**src/rtl/regfile_pc_pkg.sv**
```systemverilog
// -----------------------------------------------------------------------------
// regfile_pc_pkg
// Shared processor package for the register file / program counter block.
// Holds the default geometry, the helpers that derive the PC index and the
// read-select width from the register count, and the PC update operation type
// together with its priority decode.
// -----------------------------------------------------------------------------
package regfile_pc_pkg;

   localparam int unsigned DEF_WIDTH  = 16;
   localparam int unsigned DEF_NREGS  = 8;
   localparam int unsigned DEF_PC_IDX = DEF_NREGS - 1;
   localparam int unsigned DEF_SEL_W  = $clog2(DEF_NREGS);

   // What the PC does on a given edge.
   typedef enum logic [1:0] {
      PC_HOLD,
      PC_INCR,
      PC_LOAD,
      PC_CLEAR
   } pc_op_e;

   // The program counter is always the highest-numbered register.
   function automatic int unsigned pc_index(input int unsigned nregs);
      return nregs - 1;
   endfunction

   function automatic int unsigned sel_width(input int unsigned nregs);
      return $clog2(nregs);
   endfunction

   // Clear beats a bus load, a bus load beats an increment.
   function automatic pc_op_e pc_decode(input logic clr, input logic ld, input logic inc);
      if (clr)      return PC_CLEAR;
      else if (ld)  return PC_LOAD;
      else if (inc) return PC_INCR;
      else          return PC_HOLD;
   endfunction

endpackage

```
**src/rtl/regfile_pc_reg_cell.sv**
```systemverilog
// -----------------------------------------------------------------------------
// reg_cell
// One WIDTH-bit general-purpose register with load enable and asynchronous
// active-low reset to RESET_VAL.
//
// Ports:
//   Clock  - rising-edge clock
//   Resetn - asynchronous active-low reset
//   en     - load enable; d is captured on the edge when high
//   d      - load data
//   q      - register contents
// -----------------------------------------------------------------------------
module reg_cell #(
   parameter int unsigned      WIDTH     = 16,
   parameter logic [WIDTH-1:0] RESET_VAL = '0
) (
   input  logic             Clock,
   input  logic             Resetn,
   input  logic             en,
   input  logic [WIDTH-1:0] d,
   output logic [WIDTH-1:0] q
);

   // NOTE: sequential state uses non-blocking (<=) so every flop in the design
   // samples pre-edge values regardless of process evaluation order.
   always_ff @(posedge Clock or negedge Resetn) begin
      if (!Resetn) begin
         q <= RESET_VAL;
      end else if (en) begin
         q <= d;
      end
   end

endmodule

```
**src/rtl/regfile_pc.sv**
```systemverilog
// -----------------------------------------------------------------------------
// regfile_pc
// Register file of NREGS WIDTH-bit registers. R0..R(NREGS-2) are plain
// general-purpose registers; R(NREGS-1) is the program counter, which can also
// be cleared, incremented, or loaded from the bus. Two combinational read ports.
//
// Ports:
//   Clock   - rising-edge clock
//   Resetn  - asynchronous active-low reset
//   R       - write data from the datapath bus
//   Rin     - per-register write enables (several may be high at once)
//   PcIncr  - advance PC by 1 (lowest priority)
//   PcClear - force PC to 0 (highest priority)
//   RdSelA  - read port A address
//   RdSelB  - read port B address
//   QA, QB  - read data; 0 for an address >= NREGS
//   Pc      - current program counter
//   PcWrap  - one-cycle pulse after an increment takes PC from all-ones to 0
// -----------------------------------------------------------------------------
module regfile_pc
   import regfile_pc_pkg::*;
#(
   parameter int unsigned      WIDTH    = DEF_WIDTH,
   parameter int unsigned      NREGS    = DEF_NREGS,  // legal range 2..16
   parameter logic [WIDTH-1:0] GP_RESET = '0,
   parameter logic [WIDTH-1:0] PC_RESET = '0
) (
   input  logic                          Clock,
   input  logic                          Resetn,
   input  logic [WIDTH-1:0]              R,
   input  logic [NREGS-1:0]              Rin,
   input  logic                          PcIncr,
   input  logic                          PcClear,
   input  logic [sel_width(NREGS)-1:0]   RdSelA,
   input  logic [sel_width(NREGS)-1:0]   RdSelB,
   output logic [WIDTH-1:0]              QA,
   output logic [WIDTH-1:0]              QB,
   output logic [WIDTH-1:0]              Pc,
   output logic                          PcWrap
);

   localparam int unsigned PC_IDX = pc_index(NREGS);

   logic [WIDTH-1:0] regs [NREGS];
   logic [WIDTH-1:0] pc_q;
   logic             wrap_q;
   pc_op_e           pc_op;

   // NOTE: the file is built from individual flops rather than a RAM, so every
   // entry takes its reset value asynchronously along with the PC.
   for (genvar i = 0; i < NREGS - 1; i++) begin : g_gp
      reg_cell #(
         .WIDTH     (WIDTH),
         .RESET_VAL (GP_RESET)
      ) u_cell (
         .Clock  (Clock),
         .Resetn (Resetn),
         .en     (Rin[i]),
         .d      (R),
         .q      (regs[i])
      );
   end

   assign pc_op = pc_decode(PcClear, Rin[PC_IDX], PcIncr);

   // PcWrap is cleared on every edge and only re-armed by an increment out of
   // all-ones, so a clear or load that pre-empts the increment never pulses it.
   always_ff @(posedge Clock or negedge Resetn) begin
      if (!Resetn) begin
         pc_q   <= PC_RESET;
         wrap_q <= 1'b0;
      end else begin
         wrap_q <= 1'b0;
         case (pc_op)
            PC_CLEAR: pc_q <= '0;
            PC_LOAD:  pc_q <= R;
            PC_INCR: begin
               pc_q   <= pc_q + 1'b1;
               wrap_q <= &pc_q;
            end
            default:  pc_q <= pc_q;
         endcase
      end
   end

   assign regs[PC_IDX] = pc_q;
   assign Pc           = pc_q;
   assign PcWrap       = wrap_q;

   // Reads see current state only: a write shows up the cycle after its edge.
   // NOTE: outputs get a default before the conditional so no path leaves them
   // unassigned, which would otherwise infer a latch.
   always_comb begin
      QA = '0;
      QB = '0;
      if (32'(RdSelA) < NREGS) QA = regs[RdSelA];
      if (32'(RdSelB) < NREGS) QB = regs[RdSelB];
   end

endmodule
```
**config.mk**
```make
export PLATFORM = sky130hd
export DESIGN_NAME = regfile_pc
export DESIGN_NICKNAME = d
export VERILOG_FILES = /design/src/rtl/regfile_pc_pkg.sv /design/src/rtl/regfile_pc_reg_cell.sv /design/src/rtl/regfile_pc.sv
export SDC_FILE = /design/constraint.sdc
export NUM_CORES = 1
export LEC_CHECK = 0
export ABC_AREA = 1
export BUFFER_PORTS_ARGS = -buffer_cell sky130_fd_sc_hd__buf_2
export CORE_MARGIN = 2
export CORE_UTILIZATION = 50
export CTS_BUF_LIST = sky130_fd_sc_hd__clkbuf_2 sky130_fd_sc_hd__clkbuf_4 sky130_fd_sc_hd__clkbuf_8
export DETAILED_ROUTE_END_ITERATION = 7
export PLACE_DENSITY = 0.69
export SYNTH_ARGS = -nofsm -noshare
export SYNTH_HDL_FRONTEND = slang
export SYNTH_HIERARCHICAL = 1
export SYNTH_SLANG_ARGS = --single-unit
```
**constraint.sdc**
```tcl
create_clock -name Clock -period 2.4 [get_ports Clock]
set_input_delay 0.12 -clock Clock [delete_from_list [all_inputs] [get_ports Clock]]
set_output_delay 0.12 -clock Clock [all_outputs]
set_load 0.1 [all_outputs]
```
==> out/qor.yml <==
outcome: "finished, final reports clean"
fin_setup_tns_ns: 0
die_y_um: 131.3
cts_made_buffers: 17
clk_latency_ns: 0.44
clockPowerShare_pct: 28.9
most-common-layout-cells: "414 x nand2_1, 129 x dfrtp_1, 94 x o21ai_0, 81 x nor2_1, 69 x a21oi_1"
synthCells: 1137
die_w_um: 131.3
p_int_mw: 3.697
place_congestion: 0.8419
routed_wl_um: 22920
clock.fmax_mhz: 462.8
yosysWarningCount: 6
htreeDepth: 4
p_leak_nw: 4.492
crit_fanout: 9
core_um2: 15830
cts_resized: 0
antenna_found_initial: 0
multi_input_area_um2: 4059
grt_max_degree: 68
synthToLayoutAreaGrowth_pct: 12.66
crit_buf_inv: 1
worstSetupPathType: "reg -> out"
min_period_ns: 2.161
hp-class: "in -> reg"
vias: 7524
cts_tree: "done"
synth_area_leader_cell: "dfrtp_1"
reg2regPathDepth: 9
grt_pass1_wl_um: 38350
synthTopCellsByArea: "dfrtp_1 40%, nand2_1 19%, o21ai_0 5.8%"
regArea_um2: 3228
crit_path_max_incr_delay_ns: 0.56
drv_cap: 0
finalHoldViolCount: 0
die_area_um2: 17230
start_util_pct: 51.15
ioPinCount: 83
finalMaxSlewViolations: 0
synth_nets: 1175
hpwl_um: 15880
worst_pin_slew_ns: 0.9374
post_drt_wl_per_cell_um: 16.37
port_buffers: 82
cp_slowest_cell: "dfrtp_1"
syn_area_um2: 8097
synth.distinct_cells: 36
swShare_pct: 38.57
row_count: 46
whs_ns: 0.02601
cts_root_buf: "clkbuf_8"
cts_buffer_depth: 2
worstSetupPathDepth: 5
synth_top_area_share_pct: 39.87
irDropWorstVdd_mv: 0.3303
relSlewSlack_pct: 37.28
syn_area_per_cell_um2: 7.121
finalSetupViolCount: 0
hold_depth: 3
grt_pass1_vias: 7293
end_kind: "output pin"
dr.first_iter.drc_count: 610
fillers: 1515
layout.nets: 1209
synth_ff_type: "dfrtp_1"
antenna_cells: 0
finalClockSkew_ns: 0.01335
worstPathArrival_ns: 2.04
ant_nets: 0
first_pass_iters: 5
overflow: 0
p_per_area_nw_per_um2: 659.8
power_frac_seq_pct: 41.7
ys_seq_area_share_pct: 39.87
timing.final.crit_share_pct: 90.04
critPathRequiredTime_ns: 2.28
remaining_drc_errors: 0
pwr-share-comb_pct: 29.4
final_util_pct: 57.63
grt_usage_pct: 27.51
worstSetupStartpointType: "register"
switchingPower_mw: 2.321
ys_ff_latch: 129
routed_via_density: 5.374
rsz0062_at_grt: "false"
clk_pin_slew_worst_paths_ns: 0.08
drive_gt1_share_pct: 18.41
crit_path_frequent_cell: "nor2_1"
path_cells: "nor2_1 -> o21ai_1 -> nor2_1 -> a31oi_2 -> buf_2"
synth_edf_count: 0
final_common_cell: "nand2_1"
numClockSinks: 129
crit_family: "flip-flops"
synthArstFlopShare_pct: 100.0
==> metal layers <==
layer | global-route usage (%) | wire length (um) | vias to the layer above
met1 | 39.40 | 10940 | 3551
met2 | 43.83 | 10590 | 223
met3 | 3.897 | 1107 | 21
met4 | 7.609 | 282 | 0
met5 | 0 | 0 | -
li1 | - | - | 3729
==> power groups by stage <==
stage	Combinational [mW]	Clock (mW)	Sequential [mW]
after detailed placement	1.76	0	2.54
final	1.77	1.74	2.51
after CTS	1.77	1.76	2.51
after global routing	1.91	1.87	2.53
after global placement	1.74	0	2.54
after floorplan	1.35	0	2.50
==> cells in the mapped netlist (9+ instances only) <==
cell	count
o21ai_1	46
buf_2	18
nand2_2	38
clkbuf_1	22
nand3_1	9
buf_6	16
inv_1	68
dfrtp_1	129
nand2_1	414
o211ai_1	32
a21oi_1	69
nor2_1	81
o21ai_0	94
buf_4	21
a31oi_1	32
==> layout make-up <==
class / count / area share, %
well taps: 216 / 2.963
multi-input cells: 841 / 44.50
inverters: 77 / 3.553
clock buffers: 22 / 2.977
clock inverters: 10 / 0.9739
repair buffers: 105 / 9.643
flip-flops and latches: 129 / 35.39
==> timing repair <==
action	4_1_cts	5_1_grt
hold buffers	8	0
hold endpoints to repair	96	0
setup endpoints to repair	0	0
buffers inserted	0	0
==> path summary, 6_finish.rpt <==
kind	endpoint	slack, ns	startpoint
worst max register to register	Pc[12]	0.82	Pc[1]
max in group asynchronous	g_gp[1].u_cell/q[10]	1.45	Resetn
min in group asynchronous	g_gp[5].u_cell/q[2]	0.24	Resetn
worst max-delay path	QB[9]	0.24	Pc[9]
worst min-delay path	g_gp[6].u_cell/q[1]	0.03	R[1]
worst min register to register	g_gp[3].u_cell/q[15]	0.47	g_gp[3].u_cell/q[15]
==> registers in the layout, summed over array words and instances (netlist names) <==
| register | cells |
|---|---|
| PcWrap | 1 |
| g_gp.u_cell/q | 112 |
| Pc | 16 |
==> cell families (layout without fill, tap and decap cells) <==
group | after synthesis | in the layout | share of synthesized area [%]
simple gates | 555 | 555 | 27.82
buf+inv | 167 | 214 | 12.47
fa+ha+maj | 4 | 4 | 0.6182
flops | 129 | 129 | 39.87
compound gates | 282 | 282 | 19.22
==> worst register-to-register path, cell delays in order, from the launching register on <==
cell	delay (ns)
dfrtp_1	0.50
ha_1	0.27
nand2_4	0.09
nor2_4	0.15
nand3_2	0.12
nand2_1	0.08
nand2_1	0.04
o21ai_1	0.13
nand2_1	0.06
nand2_1	0.08
==> metrics by stage <==
stage / power [mW] / worst slack, ns / cell area [um^2] / std cells
4_1_cts: 6.040 / 0.2585 / 9121 / 1400
3_3_place_gp: 4.282 / 0.3779 / 8681 / 1360
3_5_place_dp: 4.303 / 0.3684 / 8681 / 1360
5_1_grt: 6.312 / 0.1726 / 9121 / 1400
6_report: 6.018 / 0.2392 / 9121 / 1400
2_1_floorplan: 3.850 / 0.5460 / 8297 / 1137
Power figures use the tool's default switching activity.
